## config.mk

```make
export PLATFORM = sky130hd
export DESIGN_NAME = sig_gen
export DESIGN_NICKNAME = d
export VERILOG_FILES = /design/src/rtl/sig_gen.sv
export SDC_FILE = /design/constraint.sdc
export NUM_CORES = 1
export LEC_CHECK = 0
export CORE_MARGIN = 3
export CORE_UTILIZATION = 25
export DETAILED_ROUTE_END_ITERATION = 10
export GPL_ROUTABILITY_DRIVEN = 0
export PLACE_DENSITY_LB_ADDON = 0.08
export SLEW_MARGIN = 20
export SYNTH_ARGS = -nofsm -noshare
export SYNTH_HDL_FRONTEND = slang
export SYNTH_SLANG_ARGS = --single-unit
```

## constraint.sdc

```tcl
create_clock -name clk -period 5.9 [get_ports clk]
set_input_delay 1.18 -clock clk [delete_from_list [all_inputs] [get_ports clk]]
set_output_delay 1.18 -clock clk [all_outputs]
set_load 0.005 [all_outputs]
```

## src/rtl/sig_gen.sv

```systemverilog
// sig_gen: programmable square-wave source for the frequency-counter path.
// A requested frequency is turned into a half-period (in clk cycles) by an
// iterative restoring divider, then sigout toggles every half-period.
//
// Ports:
//   clk      in   1       system clock, rising edge
//   reset    in   1       asynchronous, active-low reset
//   freq_in  in   FREQ_W  requested frequency in Hz (unsigned)
//   load     in   1       one-cycle strobe, samples freq_in when not busy
//   sigout   out  1       generated square wave, 50% duty
//   busy     out  1       divide in progress; load ignored while high
//   active   out  1       sigout is toggling
//   err      out  1       last request rejected (0, above FREQ_MAX, or hp==0)
module sig_gen #(
    parameter int unsigned CLK_HZ   = 100_000_000,
    parameter int unsigned FREQ_W   = 16,
    parameter int unsigned FREQ_MAX = 9999,
    parameter int unsigned DIV_W    = 32
) (
    input  logic              clk,
    input  logic              reset,
    input  logic [FREQ_W-1:0] freq_in,
    input  logic              load,
    output logic              sigout,
    output logic              busy,
    output logic              active,
    output logic              err
);

    localparam int unsigned       IT_W       = $clog2(DIV_W);
    localparam logic [FREQ_W-1:0] FREQ_MAX_V = FREQ_W'(FREQ_MAX);
    localparam logic [DIV_W-1:0]  DIVIDEND   = DIV_W'(CLK_HZ);

    typedef enum logic [1:0] {
        S_IDLE   = 2'd0,
        S_DIVIDE = 2'd1,
        S_RUN    = 2'd2
    } state_e;

    state_e            state_q, state_d;
    logic              busy_q, busy_d;
    logic [IT_W-1:0]   it_q, it_d;
    logic [DIV_W-1:0]  quo_q, quo_d;
    logic [DIV_W-1:0]  rem_q, rem_d;
    logic [DIV_W-1:0]  divisor_q, divisor_d;
    logic [DIV_W-1:0]  half_q, half_d;
    logic [DIV_W-1:0]  cnt_q, cnt_d;
    logic              pend_q, pend_d;
    logic [DIV_W-1:0]  pend_hp_q, pend_hp_d;
    logic              sigout_q, sigout_d;
    logic              active_q, active_d;
    logic              err_q, err_d;

    // Divider step: shift the next dividend bit into the remainder, subtract if it fits.
    logic [DIV_W:0]    rem_sh;
    logic [DIV_W-1:0]  rem_sub;
    logic              q_bit;
    logic [DIV_W-1:0]  rem_nx;
    logic [DIV_W-1:0]  quo_nx;
    logic              div_done;
    logic              toggle;
    logic              freq_bad;
    logic [FREQ_W:0]   freq_dbl;

    always_comb begin
        rem_sh   = {rem_q, quo_q[DIV_W-1]};
        q_bit    = (rem_sh >= {1'b0, divisor_q});
        rem_sub  = DIV_W'(rem_sh - {1'b0, divisor_q});
        rem_nx   = q_bit ? rem_sub : rem_sh[DIV_W-1:0];
        quo_nx   = {quo_q[DIV_W-2:0], q_bit};
        div_done = busy_q && (it_q == IT_W'(DIV_W - 1));
        toggle   = (state_q == S_RUN) && (cnt_q == (half_q - DIV_W'(1)));
        freq_bad = (freq_in == '0) || (freq_in > FREQ_MAX_V);
        freq_dbl = {freq_in, 1'b0};
    end

    // Next-state logic; later blocks take priority over earlier ones.
    always_comb begin
        state_d   = state_q;
        busy_d    = busy_q;
        it_d      = it_q;
        quo_d     = quo_q;
        rem_d     = rem_q;
        divisor_d = divisor_q;
        half_d    = half_q;
        cnt_d     = cnt_q;
        pend_d    = pend_q;
        pend_hp_d = pend_hp_q;
        sigout_d  = sigout_q;
        active_d  = active_q;
        err_d     = err_q;

        if (busy_q) begin
            it_d  = it_q + IT_W'(1);
            rem_d = rem_nx;
            quo_d = quo_nx;
        end

        // Half-period counter; a pending retune takes effect exactly at a toggle.
        if (state_q == S_RUN) begin
            if (toggle) begin
                cnt_d    = '0;
                sigout_d = ~sigout_q;
                if (pend_q) begin
                    half_d = pend_hp_q;
                    pend_d = 1'b0;
                end
            end else begin
                cnt_d = cnt_q + DIV_W'(1);
            end
        end

        // quo_nx is the final quotient on the last divider iteration.
        if (div_done) begin
            busy_d = 1'b0;
            it_d   = '0;
            if (quo_nx == '0) begin
                err_d    = 1'b1;
                state_d  = S_IDLE;
                active_d = 1'b0;
                sigout_d = 1'b0;
                cnt_d    = '0;
                pend_d   = 1'b0;
            end else if (state_q == S_RUN) begin
                if (toggle) begin
                    half_d = quo_nx;
                    pend_d = 1'b0;
                end else begin
                    pend_d    = 1'b1;
                    pend_hp_d = quo_nx;
                end
            end else begin
                state_d  = S_RUN;
                half_d   = quo_nx;
                cnt_d    = '0;
                sigout_d = 1'b0;
                active_d = 1'b1;
            end
        end

        // New request; busy_q blocks it, including the cycle the divide completes.
        if (load && !busy_q) begin
            if (freq_bad) begin
                err_d    = 1'b1;
                state_d  = S_IDLE;
                sigout_d = 1'b0;
                active_d = 1'b0;
                cnt_d    = '0;
                pend_d   = 1'b0;
            end else begin
                err_d     = 1'b0;
                busy_d    = 1'b1;
                it_d      = '0;
                rem_d     = '0;
                quo_d     = DIVIDEND;
                divisor_d = DIV_W'(freq_dbl);
                if (state_q != S_RUN) begin
                    state_d = S_DIVIDE;
                end
            end
        end
    end

    // State registers.
    always_ff @(posedge clk or negedge reset) begin
        if (!reset) begin
            state_q   <= S_IDLE;
            busy_q    <= 1'b0;
            it_q      <= '0;
            quo_q     <= '0;
            rem_q     <= '0;
            divisor_q <= '0;
            half_q    <= '0;
            cnt_q     <= '0;
            pend_q    <= 1'b0;
            pend_hp_q <= '0;
            sigout_q  <= 1'b0;
            active_q  <= 1'b0;
            err_q     <= 1'b0;
        end else begin
            state_q   <= state_d;
            busy_q    <= busy_d;
            it_q      <= it_d;
            quo_q     <= quo_d;
            rem_q     <= rem_d;
            divisor_q <= divisor_d;
            half_q    <= half_d;
            cnt_q     <= cnt_d;
            pend_q    <= pend_d;
            pend_hp_q <= pend_hp_d;
            sigout_q  <= sigout_d;
            active_q  <= active_d;
            err_q     <= err_d;
        end
    end

    assign sigout = sigout_q;
    assign busy   = busy_q;
    assign active = active_q;
    assign err    = err_q;

endmodule
```

# == After elaboration in Yosys (flattened, before gate mapping) ==
# Index checks and enable logic that the tools add are counted.
# W data, S select, Z words.
# totals
in_bits,19
register_bits,188
output_inout_bits,4
# op_classes
n_addsub,4
n_eq_ne,4
muxes,58
n_lt_le_gt_ge,2
n_bitwise,4
n_reduce_logical,12
# ops
operator,count
$mux W32,21
$ge A33 B17 Y1,1
$add A32 B1 Y32 const B,1
$eq A32 B32 Y1,1
$logic_not A32 Y1,1
$sub A32 B1 Y32 const B,1
$sub A32 B17 Y32,1
$mux W1,27
$mux W5,4
$gt A16 B14 Y1 const B,1
$logic_not A16 Y1,1
$mux W2,6
$add A5 B1 Y5 const B,1
$eq A5 B5 Y1 const B,1
$not A1 Y1,4
$reduce_and A2 Y1,2
$reduce_and A4 Y1,1
$reduce_bool A2 Y1,2
$logic_and A1 B1 Y1,3
$eq A2 B2 Y1 const B,1
$ne A2 B2 Y1 const B,1
$logic_not A1 Y1,1
$logic_or A1 B1 Y1,1

# == Depth between registers and ports, before layout ==
# Gate-level depths: netlist of the first run.
# depth
depth_word,10
mapped_depth,14
depth_no_buf,13

# == Worst setup path after synthesis of the first run ==
# OpenSTA, ideal clock, no wires.
# synth_path
kind,register to register
from,reg half_q[15]
to,reg pend_hp_q[22]
setup_ns,0.125
n_path_buf,2
path_slack_ns,1.850
arrival_ns,3.926
path_stages_with_launch,12
path_cell_list,dfrtp_1 or4_4 or4_1 or3_1 a2111oi_0 o221ai_1 or4_1 nor4b_4 or3_1 buf_4 buf_4 mux2_2
# synth_via
elab_chain_len,5
# synth_lines
element,line,source
from (decl),46,"logic [DIV_W-1:0] half_q, half_d;"
from (signal assigned),187,half_q <= half_d;
$sub A32 B1 Y32,72,toggle = (state_q == S_RUN) && (cnt_q == (half_q - DIV_W'(1)));
$eq A32 B32 Y1,72,
$logic_and A1 B1 Y1,72,
$not A1 Y1 (no source line),n/a,
$reduce_and A4 Y1 (no source line),n/a,
to (signal assigned),190,pend_hp_q <= pend_hp_d;
to (decl),49,"logic [DIV_W-1:0] pend_hp_q, pend_hp_d;"
# Every way passes these cells.
# A chain may end at the register's enable or synchronous reset.

# == Final worst setup path of the first run ==
# Same ends and word-level chain as after synthesis.

==> summary.txt, run 1 <==
Clock network
  • CTS root buf: clkbuf_16
  • Clock Path Buffers: 2
  • Clk sinks: approximately 190
  • CTS Hold Bufs: 0
  • # H-tree levels: 4
  • # resized after CTS: 0
  • Total CTS buffers: 17
  • CTS tree: done
  • Clock-pin slew on the worst setup and hold paths: 0.07 ns
  • Post-CTS setup buffer count: 0
  • Skew-Pair Late Insertion Delay: approximately 0.45 ns

Critical path
  • FF-to-FF setup slack: 0.89 ns
  • FF-to-FF Start: half_q[15]$_DFF_PN0_
  • CP cell instances: or4_4, or4_1, or3_1, a2111oi_0, o221ai_1, or4_1, nor4b_4, buf_4, or3_1, buf_4, mux2_2
  • Worst r2r path cells: 11
  • Slowest Stage Delay on Critical Path: 0.60 ns
  • Setup crit start kind: register
  • Arrival time at the worst endpoint: 5.34 ns
  • Delay-heaviest family, CP: simple AND/OR/NAND/NOR gates
  • Critical path data required time: about 6.2 ns
  • Worst Setup End Kind: register
  • Slowest-stage cell, CP: or4_1
  • WP depth: 11
  • Crit Path Category: register to register
  • Crit Reg-Reg Endpoint: pend_hp_q[22]$_DFFE_PN0P_
  • Crit-path max FO: 32
  • Crit path buffers/inverters: 2

GRT
  • Most used routing layer in global routing: met2
  • Met1 Use GR: 19.1%
  • First-pass GRT wire length: 46.8 mm
  • Largest net degree at the start of global routing: 120
  • M2 GR Usage: 20.7%
  • Grt ovf: 0
  • Initial antenna violation count: 0
  • Tot GR Track Use: between 10% and 20%
  • Vias in the first global route: between 8000 and 9000
  • M3 GR Usage: 2.48%

Synth
  • Synthesized area: 10500 um2
  • Post-Synth Adder-Cell Area: under 10%
  • Mapped Avg Cell Area: roughly 9.5 um2
  • Post-synthesis compound-gate area fraction: 16.0%
  • Share of the synthesized area in the top cell type: roughly 45%
  • Yosys reg bits: 188
  • Mux cell area share after synthesis: under 10%
  • Asr flop ratio synth: 100%
  • Main combinational cell family by area after synthesis: simple AND/OR/NAND/NOR gates
  • Post-synthesis simple-gate area fraction: roughly 18%
  • EDFF count, synth: 0
  • Syn nets: ~1100
  • Register area share after synthesis: 44.8%
  • Synth cell types: 61
  • Synth warn: 0
  • Post-Syn Instances: 1103
  • Main flop type after synthesis: dfrtp_1
  • Largest cells by area after synthesis: dfrtp_1 45%, xnor2_1 4.2%, nand2_1 3.6%, o211ai_1 3.3%, nor2_1 3.2%
  • Xor/xnor share of the synthesized area: 7.42%
  • Post-synth top area cell: dfrtp_1

Die
  • Starting Density: 25.5%
  • Die ar.: 44500 um2
  • Core footprint: 41200 um2
  • Ports: 23
  • Die Wd: 211 um
  • Die height: around 210 um
  • FP Rows: 74

Place
  • DPL Wire Length: approximately 19 mm
  • Input/output buffers: 22
  • Placed inst area: 11300 um2

STA
  • Tmin final: 5.01 ns
  • Rel. slew slack: 44.6%
  • RSZ-0062 raised after global routing: false
  • Final setup viols: 0
  • TNS Setup: 0 ns
  • Final hold violation count: 0
  • Worst-Margin Slew: 0.831 ns
  • Max Fclk: ~200 MHz
  • Setup Skew: 0.0155 ns
  • Hold WS: 0.496 ns
  • Final Cycle Share: 84.9%
  • Fin. max-slew vios: 0

Layout
  • Number of diodes: 0
  • NumNets Final: approximately 1100
  • Final core occ: 28.9%
  • Layout cell share with drive strength beyond 1: 11.0%
  • Area Growth Syn to Fin: 13.3%
  • Post-Layout Inst Area: 11900 um2

Routing
  • Antenna Violating Nets Remaining: 0
  • Vias/cell: 4.83
  • Routed wire per std cell: 17.3 um
  • Pre-antenna DRT Iters: 4
  • Routed wire length: 28.5 mm
  • Via count: 7941
  • 1st-iter DRT viols: around 400
  • Post-route DRC: 0

Min path
  • Hold path cells: 1
  • Hold Crit Start: pend_hp_q[31]$_DFFE_PN0P_
  • Min-Delay Path Class: register to register
  • Worst Hold Path EP: pend_hp_q[31]$_DFFE_PN0P_

Power and ir drop
  • Worst VDD drop: approximately 0.22 mV
  • Static Leakage: around 0.0048 uW
  • Power Total: 5530 uW
  • Power per standard cell area: about 460 nW/um2

Outcome
  • Status: finished, final reports clean

Flow run
  • Max-Cap Viols: 0
==> how the worst max path moves through the flow <==
stage	from	end
final	half_q[15]$_DFF_PN0_	pend_hp_q[22]$_DFFE_PN0P_
after global routing	half_q[15]$_DFF_PN0_	pend_hp_q[22]$_DFFE_PN0P_
after CTS	half_q[15]$_DFF_PN0_	pend_hp_q[30]$_DFFE_PN0P_
after detailed placement	half_q[14]$_DFF_PN0_	pend_hp_q[22]$_DFFE_PN0P_
after global placement	half_q[15]$_DFF_PN0_	pend_hp_q[26]$_DFFE_PN0P_
after floorplan	half_q[15]$_DFF_PN0_	pend_hp_q[22]$_DFFE_PN0P_
==> per-layer routing <==
metal	wire length, um	vias up
li1	-	4000
met1	14700	3869
met2	13000	61
met3	509	11
met4	231	0
met5	0	-
==> worst reg2reg max path, cell delays in order, from the launching register on <==
cell,delay (ns)
dfrtp_1,0.46
or4_4,0.58
or4_1,0.59
or3_1,0.41
a2111oi_0,0.47
o221ai_1,0.19
or4_1,0.60
nor4b_4,0.35
buf_4,0.31
or3_1,0.15
buf_4,0.38
mux2_2,0.41
==> sequential cells by signal, indices dropped and copies added, names as in the netlist, 5 cells and up, named ones only <==
name	cells
divisor_q	16
it_q	5
half_q	32
quo_q	32
cnt_q	32
rem_q	32
pend_hp_q	32
==> final cells by class <==
type                    instances  area (um2)
well taps                     532         666
multi-input cells             792        5330
clock buffers                  19         453
fillers                      4307       29300
inverters                      60         225
repair buffers                 41         379
flip-flops and latches        188        4710
clock inverters                13         154
==> cells in the final DEF (no fill, tap or decap), types with 18 or more instances in the layout <==
| cell | synthesis | layout |
|---|---|---|
| a21oi_1 | 37 | 37 |
| buf_4 | 4 | 18 |
| clkdlybuf4s50_1 | 0 | 21 |
| dfrtp_1 | 188 | 187 |
| ha_1 | 20 | 20 |
| inv_1 | 59 | 59 |
| mux2_2 | 28 | 28 |
| mux2i_1 | 26 | 26 |
| nand2_1 | 102 | 102 |
| nand4_1 | 24 | 24 |
| nor2_1 | 90 | 89 |
| nor3_1 | 55 | 55 |
| nor4_1 | 28 | 28 |
| o211ai_1 | 46 | 46 |
| o21ai_0 | 46 | 46 |
| o221a_2 | 30 | 30 |
| xnor2_1 | 51 | 51 |
| xor2_1 | 38 | 38 |
==> power by group <==
group          total (uW)  leakage, uW  switching, uW  internal [uW]
clock network        1220     0.000297            562            659
logic                2170      0.00227           1190            979
registers            2150      0.00224            450           1700
total                5530      0.00481           2200           3340
==> synth_stat cells (all sizes together), types with 2 or more instances <==
cell type / count
and4: 5
nand3: 14
buf: 16
or3: 12
nor2: 90
nand2b: 11
mux2: 33
and2: 2
xnor2: 51
nor4b: 4
or2: 3
o31ai: 2
nor4: 29
nor2b: 5
clkbuf: 47
nor3: 55
a21oi: 37
nand4b: 2
mux2i: 26
a21o: 11
xor2: 38
or4: 6
a311oi: 7
nand3b: 10
a21boi: 3
a31oi: 13
dfrtp: 188
o221a: 31
o21ai: 46
nand4: 24
o211ai: 46
a211oi: 16
nor3b: 4
nand2: 102
o21a: 6
o221ai: 2
o21bai: 2
o22ai: 4
ha: 20
and3: 9
inv: 59
o211a: 2
==> cells by family (layout without fill, tap and decap cells) <==
group | after synthesis | after routing
AND/OR/NAND/NOR | 388 | 388
AO/OA/AOI/OAI | 235 | 235
flip-flops | 188 | 188
buffers and inverters | 123 | 133
XOR/XNOR | 89 | 89
multiplexers | 59 | 59
adder cells (fa/ha/maj) | 21 | 21
==> per-stage QoR <==
step                      std cells  setup WS (ns)
after global placement         1613          0.970
after detailed placement       1613          0.921
after global routing           1645          0.595
after CTS                      1645          0.898
final                          1645          0.891
after floorplan                1103           1.85
Note: power is estimated with default switching activity, not from simulation.
==> run 2: changes to the inputs <==
==> constraint.sdc (replaced) <==
create_clock -name clk -period 4.1 [get_ports clk]
set_input_delay 0.82 -clock clk [delete_from_list [all_inputs] [get_ports clk]]
set_output_delay 0.82 -clock clk [all_outputs]
set_load 0.005 [all_outputs]
==> run 2 against run 1 <==
  * Die area is the same
  * Utilization grew 1.1 points
  * Non-clock buffer count grew 45
  * Register-to-register slack got worse by 0.75 ns
  * Worst hold slack got worse by 0.099 ns
  * Wire length is 2.2% higher
  * First-iteration DRC count increased by 42%
  * Critical path type unchanged
  * Largest power group unchanged
  * Highest routed layer unchanged
==> summary.txt, run 2 (synthesis results as in run 1) <==
Routing
  • 1st-iter DRT viols: 583
  • Post-route DRC: 0
  • Vias/cell: between 4 and 5
  • Pre-antenna DRT Iters: 4
  • Routed wire length: slightly below 30 mm
  • Antenna Violating Nets Remaining: 0
  • Routed wire per std cell: 17.2 um
  • Via count: around 8000

STA
  • Tmin final: 3.96 ns
  • RSZ-0062 raised after global routing: false
  • Worst-Margin Slew: 0.779 ns
  • Rel. slew slack: roughly half
  • Final hold violation count: 0
  • Final Cycle Share: 96.5%
  • Fin. max-slew vios: 0
  • Final setup viols: 0
  • Setup Skew: 0.0150 ns
  • Max Fclk: 253 MHz
  • TNS Setup: 0 ns
  • Hold WS: 0.397 ns

Power and ir drop
  • Power per standard cell area: 642 nW/um2
  • Worst VDD drop: about 0.3 mV
  • Static Leakage: 0.00506 uW

GRT
  • Tot GR Track Use: a little over an eighth
  • Grt ovf: 0
  • First-pass GRT wire length: 48.1 mm
  • Largest net degree at the start of global routing: 77
  • Vias in the first global route: 8282
  • Initial antenna violation count: 0

Critical path
  • Crit Reg-Reg Endpoint: pend_hp_q[21]$_DFFE_PN0P_
  • Worst Setup End Kind: register
  • CP cell instances: or4_4, or4_4, buf_4, o31a_1, or3_1, a21o_1, a221oi_2, buf_4, nor4b_4, or3_4, bufbuf_16, mux2_2
  • Crit Path Category: register to register
  • Slowest Stage Delay on Critical Path: 0.53 ns
  • FF-to-FF Start: half_q[14]$_DFF_PN0_
  • Arrival time at the worst endpoint: 4.30 ns
  • Slowest-stage cell, CP: or4_4
  • Crit-path max FO: 10
  • Setup crit start kind: register
  • Critical path data required time: 4.45 ns
  • Worst r2r path cells: 12
  • FF-to-FF setup slack: 0.14 ns

Place
  • Placed cells: 1655
  • DPL Wire Length: 20.6 mm
  • Input/output buffers: 22

Die
  • Die Wd: about 210 um
  • FP Rows: 74
  • Die height: 211 um
  • Ports: 23
  • Starting Density: between 20% and 30%
  • Core footprint: 41200 um2
  • Die ar.: 44500 um2

Clock network
  • # H-tree levels: 4
  • CTS root buf: clkbuf_16
  • Total CTS buffers: 17
  • CTS tree: done
  • Clk sinks: 188
  • Clock Path Buffers: 2
  • Skew-Pair Late Insertion Delay: 0.46 ns
  • Clock-pin slew on the worst setup and hold paths: 0.08 ns

Outcome
  • Status: finished, final reports clean

Min path
  • Min-Delay Path Class: primary input to async pin

Layout
  • NumNets Final: 1185
  • Area Growth Syn to Fin: 17.7%
  • Register Area: 4710 um2
  • Number of diodes: 0
  • Layout cell share with drive strength beyond 1: 15.1%
  • # fillers: 4333
  • Most frequent cells in the layout: 187 x dfrtp_1, 101 x nand2_1, 89 x nor2_1
  • Post-route insts no fill: 1690
  • Most common cell after layout, fill and taps aside: dfrtp_1
  • Final core occ: a little under a third
  • Footprint of the multi-input gates: 5400 um2

Flow run
  • Max-Cap Viols: 0
[run 2: cell types whose count changed in the layout (fill, tap and decap cells not counted), moves of 2 or more]
cell,before,now
buf_12,1,7
buf_4,18,55
bufinv_16,2,0
or4_4,1,3
clkbuf_8,3,1
inv_6,4,7
or3_1,12,10
or4_1,5,3
or3_4,0,2
[run 2: per-stage QoR]
step / worst slack, ns / area, um2 / total power [uW]
detailed placement: -0.144 / 11700 / 6360
finish: 0.145 / 12400 / 7950
global placement: -0.0750 / 11700 / 6360
floorplan: 0.0497 / 10500 / 5370
global route: 0.0000315 / 12400 / 8670
CTS: 0.0960 / 12400 / 8080
[run 2: worst max path at each step]
stage	to	start	slack (ns)	cells after the start
after floorplan	pend_hp_q[22]$_DFFE_PN0P_	half_q[15]$_DFF_PN0_	0.05	11
after CTS	pend_hp_q[24]$_DFFE_PN0P_	half_q[14]$_DFF_PN0_	0.1	12
after global placement	pend_hp_q[26]$_DFFE_PN0P_	half_q[14]$_DFF_PN0_	-0.07	10
after detailed placement	pend_hp_q[13]$_DFFE_PN0P_	half_q[14]$_DFF_PN0_	-0.14	10
after global routing	pend_hp_q[10]$_DFFE_PN0P_	half_q[14]$_DFF_PN0_	0.00003	13
final	pend_hp_q[21]$_DFFE_PN0P_	half_q[14]$_DFF_PN0_	0.14	12
[run 2: layout make-up]
cell class / count / share of cell area, %
clock buffer: 18 / 3.47
clock inverter: 14 / 1.00
inverter: 60 / 1.82
multi-input combinational: 792 / 43.6
sequential: 188 / 38.1
tap: 532 / 5.38
timing repair buffer: 86 / 6.64
[run 2: critical path, delay by kind of cell (launching register included)]
family | cells | cell delay, ns
and+or+nand+nor | 5 | 1.85
AOI/OAI and AO/OA | 3 | 0.67
buffers and inverters | 3 | 0.61
DFF | 1 | 0.38
muxes | 1 | 0.32
[run 2: report_power, final]
part	leakage (uW)	switching, uW	internal [uW]
Combinational	0.00254	1820	1490
Sequential	0.00224	554	2440
Clock	0.000275	839	802
Total	0.00506	3210	4730
[run 2: timing repair]
action	4_1_cts	5_1_grt
endpoints found under the hold margin	0	0
resized for setup	11	2
setup buffers	2	0
cloned	1	0
endpoints found under the setup margin	95	32
pin swaps	5	2
hold buffers	0	0
[run 2: routing by layer]
layer	track usage (%)	wire, um	part of all wire [%]
met5	0	0	0
met4	2.84	231	0.79
met3	2.54	599	2.1
met2	21.6	13200	46
met1	19.6	15000	52
==> RTL edit: new RTL, flow settings as in run 1 <==
Change the parameter `FREQ_W` from 16 to 14.
--- a/src/rtl/sig_gen.sv
+++ b/src/rtl/sig_gen.sv
@@ -13,7 +13,7 @@
 //   err      out  1       last request rejected (0, above FREQ_MAX, or hp==0)
 module sig_gen #(
     parameter int unsigned CLK_HZ   = 100_000_000,
-    parameter int unsigned FREQ_W   = 16,
+    parameter int unsigned FREQ_W   = 14,
     parameter int unsigned FREQ_MAX = 9999,
     parameter int unsigned DIV_W    = 32
 ) (
Interface: changed (resized freq_in); port bits go from 23 to 21. No check against the original RTL was run, so the function may have changed too.
==> RTL edit against run 1 <==
Fmax rose by 11%; count of clock-buffer cells in the layout decreased by 2; setup slack improved by 0.48 ns; design area fell by 1.2%; first-iteration DRC count down 0.24%; non-clock buffer count decreased by 8; critical path depth down 1; power increased by 9.1%; sequential cell count decreased by 2; via count decreased by 7.7%; synthesized area shrank 0.33%; routed wire length down 6.3%; critical path type unchanged; largest power group unchanged.
==> RTL edit: results (changes against run 1) <==
metric,value,unit,change
vias_per_cell,4.69,,was 4.83
port_buffers,20,,was 22
sh_seq_area,0.396,,was 0.395
n_fill_cell,4348,,was 4307
crit_fanout,18,,was 32
netlist_top_cells_count,"186 x dfrtp_1, 118 x nor2_1, 73 x nand2_1, 60 x xnor2_1, 48 x o21ai_0",,"was 188 x dfrtp_1, 102 x nand2_1, 90 x nor2_1, 59 x inv_1, 55 x nor3_1"
slew_headroom,0.328,,was 0.446
pg_clk,0.00116,W,was 0.00122 W
grt_util_all_layers,0.126,,was 0.132
multi_input_area_share,0.465,,was 0.447
synth.distinct_cells,74,,was 61
max-vdd-ir-drop,188,uV,was 216 uV
nNonClkBuffers,33,,was 41
switching_share,0.409,,was 0.397
nonClkBufAreaFrac,0.0256,,was 0.0318
clock_cell_area_share,0.0493,,was 0.0509
grt_max_degree,111,,was 120
seq-power,0.00232,W,was 0.00215 W
wire_per_inst,17.1,um,was 17.3 um
drtIter0Drc,410,,was 411
seq_cell_count,186,,was 188
ys_seq_area_frac,0.444,,was 0.448
pwr-share-seq,0.385,,was 0.388
arrival,4.87,ns,was 5.34 ns
synth_area_leaders,"dfrtp_1 44%, xnor2_1 5.0%, nor2_1 4.2%",,"was dfrtp_1 45%, xnor2_1 4.2%, nand2_1 3.6%"
post-place-ws,1.28,ns,was 0.921 ns
grt_pass1_wl,44.2,mm,was 46.8 mm
status,"complete, no violations",,unchanged
num-clock-buffers,17,,was 19
nMultiInputCombCells,756,,was 792
## RTL edit: final timing paths
kind                               from  slack, ns           end  cells past startpoint
max in group asynchronous         reset       3.92    half_q[22]                      2
setup reg to reg              half_q[7]       1.37    half_q[27]                     10
min in group asynchronous         reset       0.80      cnt_q[3]                      1
hold / removal             pend_hp_q[1]       0.49  pend_hp_q[1]                      1
setup / recovery              half_q[7]       1.37    half_q[27]                     10
hold reg to reg            pend_hp_q[1]       0.49  pend_hp_q[1]                      1
## RTL edit: kinds of logic (layout without fill, tap and decap cells)
logic type / count (synthesis) / after routing / share of synthesized area
xor+xnor: 99 / 99 / 0.0828
simple gates: 354 / 354 / 0.172
fa+ha+maj: 19 / 19 / 0.0234
flops: 186 / 186 / 0.444
compound gates: 144 / 144 / 0.0872
mux: 140 / 140 / 0.156
buf+inv: 79 / 89 / 0.0348
## RTL edit: routing by layer
layer / global-route usage / part of all wire
met5: 0 / 0
met4: 0.0381 / 0.018
met3: 0.0266 / 0.021
met2: 0.196 / 0.45
met1: 0.178 / 0.51
